[config.mk]
export PLATFORM = sky130hd
export DESIGN_NAME = weight_readback_sequencer_flat
export DESIGN_NICKNAME = d
export VERILOG_FILES = /design/src/rtl/weight_readback_sequencer_if.sv /design/src/rtl/weight_readback_sequencer.sv /design/src/flat_wrapper.sv
export SDC_FILE = /design/constraint.sdc
export NUM_CORES = 1
export LEC_CHECK = 0
export ABC_AREA = 1
export BUFFER_PORTS_ARGS = -buffer_cell sky130_fd_sc_hd__buf_2
export CAP_MARGIN = 5
export CELL_PAD_IN_SITES_DETAIL_PLACEMENT = 1
export CELL_PAD_IN_SITES_GLOBAL_PLACEMENT = 1
export CORE_UTILIZATION = 36
export CTS_BUF_LIST = sky130_fd_sc_hd__clkbuf_4
export DETAILED_ROUTE_END_ITERATION = 6
export PLACE_DENSITY = 0.81
export SLEW_MARGIN = 15
export SYNTH_ARGS = -nofsm -noshare
export SYNTH_HDL_FRONTEND = slang
export SYNTH_SLANG_ARGS = --single-unit
[constraint.sdc]
create_clock -name CLK -period 1.4 [get_ports CLK]
set_input_delay 0.28 -clock CLK [delete_from_list [all_inputs] [get_ports CLK]]
set_output_delay 0.28 -clock CLK [all_outputs]
set_load 0.02 [all_outputs]
[src/rtl/weight_readback_sequencer_if.sv]
// Host/array-side signal bundle for the weight readback sequencer.
// The master side is the sequencer; the slave side is the array/host environment.
interface weight_readback_sequencer_if #(
  parameter int N_R = 81,
  parameter int FXP = 6,
  parameter int N_C = 32
);
  localparam int AW = $clog2(N_R * FXP);
  localparam int RW = $clog2(N_R);

  logic                 rd_start;
  logic                 rd_abort;
  logic [RW-1:0]        rd_row_first;
  logic [RW-1:0]        rd_row_last;
  logic                 compute_busy;
  logic [N_C-1:0]       COL_BITS;
  logic                 out_ready;
  logic                 read_en;
  logic [AW-1:0]        READ_ADDR;
  logic                 out_valid;
  logic [RW-1:0]        out_row;
  logic [N_C*FXP-1:0]   out_weights;
  logic                 busy;
  logic                 done;
  logic                 err;

  modport master (
    input  rd_start, rd_abort, rd_row_first, rd_row_last, compute_busy,
           COL_BITS, out_ready,
    output read_en, READ_ADDR, out_valid, out_row, out_weights, busy, done, err
  );

  modport slave (
    output rd_start, rd_abort, rd_row_first, rd_row_last, compute_busy,
           COL_BITS, out_ready,
    input  read_en, READ_ADDR, out_valid, out_row, out_weights, busy, done, err
  );
endinterface

[src/rtl/weight_readback_sequencer.sv]
// Reads each row's FXP bit-planes from the weight array one address at a time
// and streams the assembled per-column weights as one valid/ready beat per row.
//
// state   | meaning
// IDLE    | waiting for rd_start; invalid range pulses done+err
// ISSUE   | read_en asserted unless compute_busy stalls
// WAIT    | counting sense latency, captures COL_BITS on terminal count
// OUT     | assembled row held on out_valid until out_ready
// DONE    | one-cycle done pulse
module weight_readback_sequencer #(
  parameter int N_R      = 81,
  parameter int FXP      = 6,
  parameter int N_C      = 32,
  parameter int READ_LAT = 2
) (
  input  logic CLK,
  input  logic RESET_N,
  weight_readback_sequencer_if.master bus
);
  localparam int AW = $clog2(N_R * FXP);
  localparam int RW = $clog2(N_R);
  localparam int BW = (FXP > 1) ? $clog2(FXP) : 1;
  localparam int CW = (READ_LAT > 1) ? $clog2(READ_LAT) : 1;

  localparam logic [RW-1:0] LAST_ROW = RW'(N_R - 1);
  localparam logic [BW-1:0] BIT_MAX  = BW'(FXP - 1);
  localparam logic [AW-1:0] FXP_A    = AW'(FXP);
  localparam logic [CW-1:0] CNT_LOAD = CW'(READ_LAT - 1);

  typedef enum logic [2:0] {
    S_IDLE,
    S_ISSUE,
    S_WAIT,
    S_OUT,
    S_DONE
  } state_t;

  state_t               r_state;
  logic [RW-1:0]        r_row;
  logic [RW-1:0]        r_last;
  logic [BW-1:0]        r_bit;
  logic [CW-1:0]        r_cnt;
  logic [AW-1:0]        r_addr;
  logic [N_C*FXP-1:0]   r_buf;
  logic                 r_out_valid;
  logic                 r_done;
  logic                 r_err;

  logic w_range_ok;

  assign w_range_ok = (bus.rd_row_first <= bus.rd_row_last) &&
                      (bus.rd_row_last <= LAST_ROW);

  always_ff @(posedge CLK or negedge RESET_N) begin
    if (!RESET_N) begin
      r_state     <= S_IDLE;
      r_row       <= '0;
      r_last      <= '0;
      r_bit       <= '0;
      r_cnt       <= '0;
      r_addr      <= '0;
      r_buf       <= '0;
      r_out_valid <= 1'b0;
      r_done      <= 1'b0;
      r_err       <= 1'b0;
    end else begin
      r_done <= 1'b0;
      r_err  <= 1'b0;
      if (bus.rd_abort) begin
        r_state     <= S_IDLE;
        r_out_valid <= 1'b0;
      end else begin
        case (r_state)
          S_IDLE: begin
            if (bus.rd_start) begin
              if (w_range_ok) begin
                r_row   <= bus.rd_row_first;
                r_last  <= bus.rd_row_last;
                r_bit   <= '0;
                r_addr  <= AW'(bus.rd_row_first) * FXP_A;
                r_state <= S_ISSUE;
              end else begin
                r_done <= 1'b1;
                r_err  <= 1'b1;
              end
            end
          end
          S_ISSUE: begin
            if (!bus.compute_busy) begin
              r_cnt   <= CNT_LOAD;
              r_state <= S_WAIT;
            end
          end
          S_WAIT: begin
            if (r_cnt != '0) begin
              r_cnt <= r_cnt - 1'b1;
            end else begin
              for (int c = 0; c < N_C; c++) begin
                for (int b = 0; b < FXP; b++) begin
                  if (r_bit == BW'(b)) r_buf[c*FXP + b] <= bus.COL_BITS[c];
                end
              end
              // Planes of consecutive rows are contiguous, so the address just steps.
              if (r_bit != BIT_MAX) begin
                r_bit   <= r_bit + 1'b1;
                r_addr  <= r_addr + 1'b1;
                r_state <= S_ISSUE;
              end else begin
                r_out_valid <= 1'b1;
                r_state     <= S_OUT;
              end
            end
          end
          S_OUT: begin
            if (bus.out_ready) begin
              r_out_valid <= 1'b0;
              if (r_row == r_last) begin
                r_done  <= 1'b1;
                r_state <= S_DONE;
              end else begin
                r_row   <= r_row + 1'b1;
                r_bit   <= '0;
                r_addr  <= r_addr + 1'b1;
                r_state <= S_ISSUE;
              end
            end
          end
          S_DONE: r_state <= S_IDLE;
          default: r_state <= S_IDLE;
        endcase
      end
    end
  end

  // Gated live so a stall or abort can never leak a read onto the decoder.
  assign bus.read_en     = (r_state == S_ISSUE) && !bus.compute_busy && !bus.rd_abort;
  assign bus.READ_ADDR   = r_addr;
  assign bus.out_valid   = r_out_valid;
  assign bus.out_row     = r_row;
  assign bus.out_weights = r_buf;
  assign bus.busy        = (r_state != S_IDLE);
  assign bus.done        = r_done;
  assign bus.err         = r_err;
endmodule

[src/flat_wrapper.sv]
// flat-port wrapper written by rule: the top's interface ports become plain ports
module weight_readback_sequencer_flat 
#(
  parameter int N_R      = 81,
  parameter int FXP      = 6,
  parameter int N_C      = 32,
  parameter int READ_LAT = 2
)
  (CLK, RESET_N, bus_rd_start, bus_rd_abort, bus_rd_row_first, bus_rd_row_last, bus_compute_busy, bus_COL_BITS, bus_out_ready, bus_read_en, bus_READ_ADDR, bus_out_valid, bus_out_row, bus_out_weights, bus_busy, bus_done, bus_err);
  weight_readback_sequencer_if #(.N_R(N_R), .FXP(FXP), .N_C(N_C)) bus_i ();
  input  logic CLK;
  input  logic RESET_N;
  input wire logic [$bits(bus_i.rd_start)-1:0] bus_rd_start;
  input wire logic [$bits(bus_i.rd_abort)-1:0] bus_rd_abort;
  input wire logic [$bits(bus_i.rd_row_first)-1:0] bus_rd_row_first;
  input wire logic [$bits(bus_i.rd_row_last)-1:0] bus_rd_row_last;
  input wire logic [$bits(bus_i.compute_busy)-1:0] bus_compute_busy;
  input wire logic [$bits(bus_i.COL_BITS)-1:0] bus_COL_BITS;
  input wire logic [$bits(bus_i.out_ready)-1:0] bus_out_ready;
  output wire logic [$bits(bus_i.read_en)-1:0] bus_read_en;
  output wire logic [$bits(bus_i.READ_ADDR)-1:0] bus_READ_ADDR;
  output wire logic [$bits(bus_i.out_valid)-1:0] bus_out_valid;
  output wire logic [$bits(bus_i.out_row)-1:0] bus_out_row;
  output wire logic [$bits(bus_i.out_weights)-1:0] bus_out_weights;
  output wire logic [$bits(bus_i.busy)-1:0] bus_busy;
  output wire logic [$bits(bus_i.done)-1:0] bus_done;
  output wire logic [$bits(bus_i.err)-1:0] bus_err;
  assign bus_i.rd_start = bus_rd_start;
  assign bus_i.rd_abort = bus_rd_abort;
  assign bus_i.rd_row_first = bus_rd_row_first;
  assign bus_i.rd_row_last = bus_rd_row_last;
  assign bus_i.compute_busy = bus_compute_busy;
  assign bus_i.COL_BITS = bus_COL_BITS;
  assign bus_i.out_ready = bus_out_ready;
  assign bus_read_en = bus_i.read_en;
  assign bus_READ_ADDR = bus_i.READ_ADDR;
  assign bus_out_valid = bus_i.out_valid;
  assign bus_out_row = bus_i.out_row;
  assign bus_out_weights = bus_i.out_weights;
  assign bus_busy = bus_i.busy;
  assign bus_done = bus_i.done;
  assign bus_err = bus_i.err;
  weight_readback_sequencer #(.N_R(N_R), .FXP(FXP), .N_C(N_C), .READ_LAT(READ_LAT)) u_core (.CLK(CLK), .RESET_N(RESET_N), .bus(bus_i));
endmodule
==> metrics.md <==
| Metric | Value |
|---|---|
| Final WS setup | -738.6 ps |
| Initial drt markers | 1,339 |
| Leakage | 9.363 nW |
| Logic pwr share | 40.8% |
| Via count of the first global-routing pass | 11,633 |
| Net count after synthesis | 1,110 |
| Power, Total | 25.19 mW |
| Global-route wire length before repair | 68,120 um |
| Die H | 164.7 um |
| Rel. slew slack | 63.39% |
| Seq cells post-synth | 225 |
| Congestion Overflow GR | 0 |
| Most frequent cells in the layout | 251 x buf_4, 246 x buf_6, 223 x nand2_1, 214 x dfrtp_1, 114 x o21ai_1 |
| Switching share of power | 42.00% |
| Clock skew | 57.73 ps |
| Area growth, synth to finish | 91.70% |
| Largest net degree at the start of global routing | 57 |
| RSZ-0062 raised after global routing | true |
| Gate Count Post-Synth | 1,037 |
| Initial Utilization | 36.65% |
| Cell taking the most area after synthesis | dfrtp_1 |
| Critical path origin | u_core.r_state[2] |
| Chip width | 164.7 um |
| Fin crit share | 152.8% |
| H-tree lvl count | 2 |
| Clock Latency Late Sink | 780 ps |
| Most common cell after layout, fill and taps aside | buf_4 |
| Routability-driven placement congestion ratio | 0.8088 |
| Layout cells sized above 1 | 53.82% |
| Core Rows | 59 |
| Reg-to-Reg End | u_core.bus.out_row[5] |
| PortBufs | 264 |
| R2R Setup Slk | -720 ps |
| Critical Path RT | 1120 ps |
| Vias per cell | 6.034 |
| Max-Cap Viols | 0 |
| Crit path DAT | 1860 ps |
| Synth Cell Area | 9524 sq um |
| Overall Global Routing Usage | 33.29% |
| Final setup TNS | -145,250 ps |
| Syn avg cell area | 9.184 sq um |
| Final #Nets | 1,782 |
| Final WL | 70,580 um |
| Clock sinks | 225 |
| Post-synthesis cell type count | 39 |
| Worst hold path type | primary input to async pin |
| Top cells by area, synth | dfrtp_1 59%, nand2_1 13%, o21ai_0 10%, inv_1 3.4%, ha_1 2.6% |
| CP Launch Type | flip-flop |
| PwrDens | 1380 nW/um^2 |
| Critical path endpoint | bus_busy |
| Top cell type's share of synthesized area | 59.12% |
| Final Slew Violations | 0 |
| Sequential Power Share | 32.8% |
| Crit path time final | 2139 ps |
| Internal power | 14.61 mW |
| Fillers | 2,738 |
| Fin. Hold Viols | 0 |
| Fmax | 467.6 MHz |
| CORE AREA | 25,980 sq um |
| Reg2Reg Depth | 8 |
| Peak supply drop | 0.0009361 V |
| HPWL Detailed | 22,510 um |
| Slew @ Worst Pin | 547.2 ps |
| Failing checks | negative setup slack |
| Antenna-violating nets left | 0 |
| Status | finished with violations |
| Synth warn | 0 |
| Vias | 12,629 |
| Setup WS pre-CTS | -561.7 ps |
| CTS root buffer | clkbuf_4 |
| Wirelength per Cell | 33.72 um |
| CTS buffer count | 58 |
| CTS clk-pin slew, worst paths | 90 ps |
| Final-report setup violation count | 437 |
| Switch Pwr | 10.58 mW |
| Drt first pass iters | 5 |
| I/O Pins | 265 |
| CTS max path bufs | 3 |
| Critical setup path kind | flip-flop to output pin |
| Die ar. | 27,110 sq um |
| Initial antenna violation count | 5 |
| CTS tree | done |
| DRC Markers | 0 |
| Worst r2r src | u_core.bus.out_row[1] |
| Clock network power share | 26.4% |
| Crit. End Element | output pin |
| Worst Path Max Fanout | 2 |
| Sequential share of the synthesized area | 59.12% |
[final cells by class]
| class | instances | area (sq um) | share of cell area [%] |
|---|---|---|---|
| clock buffers | 79 | 593.1 | 3.248 |
| flip-flops and latches | 225 | 5644 | 30.91 |
| well taps | 335 | 419.2 | 2.296 |
| diodes | 4 | 10.01 | 0.05482 |
| clock inverters | 26 | 140.1 | 0.7675 |
| multi-input cells | 673 | 4273 | 23.40 |
| inverters | 95 | 409.1 | 2.241 |
| repair buffers | 656 | 6769 | 37.08 |
[cells in the mapped netlist, drive strengths merged]
library cell  count
a21boi            1
a21oi             8
a31o              1
a32o              1
buf              14
clkbuf           31
dfrtp           225
fa                1
ha               20
inv              95
mux2i             1
nand2           322
nand3            46
nand4            14
nor2             27
nor3              6
o211ai            1
o21ai           209
o21bai            1
o22ai             2
o31ai             2
or2               1
xnor2             3
xor2              5
[through the flow]
step	hold slack, ps	std cells	utilization (%)	cell area (sq um)
floorplan	-15.59	1037	-	9777
global placement	199.1	1693	46.80	12160
detailed placement	200.3	1693	46.80	12160
CTS	64.08	1962	62.16	16150
global route	65.50	2091	70.24	18250
finish	53.10	2093	70.26	18260
[cells by family (layout without fill, tap and decap cells)]
group,after synthesis,count (layout),synth area share (%)
adders and majority gates,21,21,2.838
muxes,1,1,0.1051
xor gates and xnor gates,8,8,0.7357
buffers and inverters,140,856,6.043
and+or+nand+nor,416,417,18.92
AOI/OAI and AO/OA,226,226,12.24
DFF,225,225,59.12
other,0,4,0
[worst max-delay path, stage by stage (launching register included)]
cell and delay [ps]:
dfrtp_1 430, buf_6 140, nor3_4 210, inv_2 90
buf_6 120, buf_6 120
[power by group through the flow]
stage | logic [mW] | clock network [mW] | registers [mW]
final | 10.3 | 6.66 | 8.27
after global routing | 10.5 | 6.78 | 8.26
after CTS | 8.10 | 5.77 | 7.99
after detailed placement | 5.52 | 0 | 8.04
after global placement | 5.28 | 0 | 7.99
after floorplan | 2.22 | 0 | 8.71
[routing by layer]
layer  track usage (%)  wire length (um)  part of all wire, %  up-vias
li1                  -                 -                    -     4755
met1             35.66             22680                   32     6210
met2             60.41             31930                   45     1129
met3             7.885              8548                   12      533
met4             17.56              7350                   10        2
met5                 0                67                0.095        -
[state kept, by name, summed over array words and instances, names as in the netlist, 3 cells and up]
| signal | cells |
|---|---|
| u_core.r_state | 3 |
| u_core.bus.out_row | 7 |
| u_core.r_last | 7 |
| u_core.bus.READ_ADDR | 9 |
| u_core.bus.out_weights | 192 |
| u_core.r_bit | 3 |
[worst min path at each step]
stage,startpoint,end,slack (ps),depth (start not counted)
after floorplan,RESET_N,u_core.bus.READ_ADDR[0],-20,0
after global placement,RESET_N,u_core.r_last[3],200,1
after detailed placement,RESET_N,u_core.r_last[6],200,1
after CTS,RESET_N,u_core.bus.out_weights[25],60,2
after global routing,RESET_N,u_core.bus.out_row[6],70,2
final,RESET_N,u_core.bus.out_row[6],50,2
[what timing repair did]
item / 4_1_cts / 5_1_grt
resized for setup: 587 / 278
hold buffers: 44 / 0
endpoints found under the hold margin: 421 / 0
endpoints found under the setup margin: 435 / 438
cloned: 7 / 34
setup buffers: 115 / 106
pin swaps: 18 / 43
No activity file was read; power rests on OpenSTA's default activity.
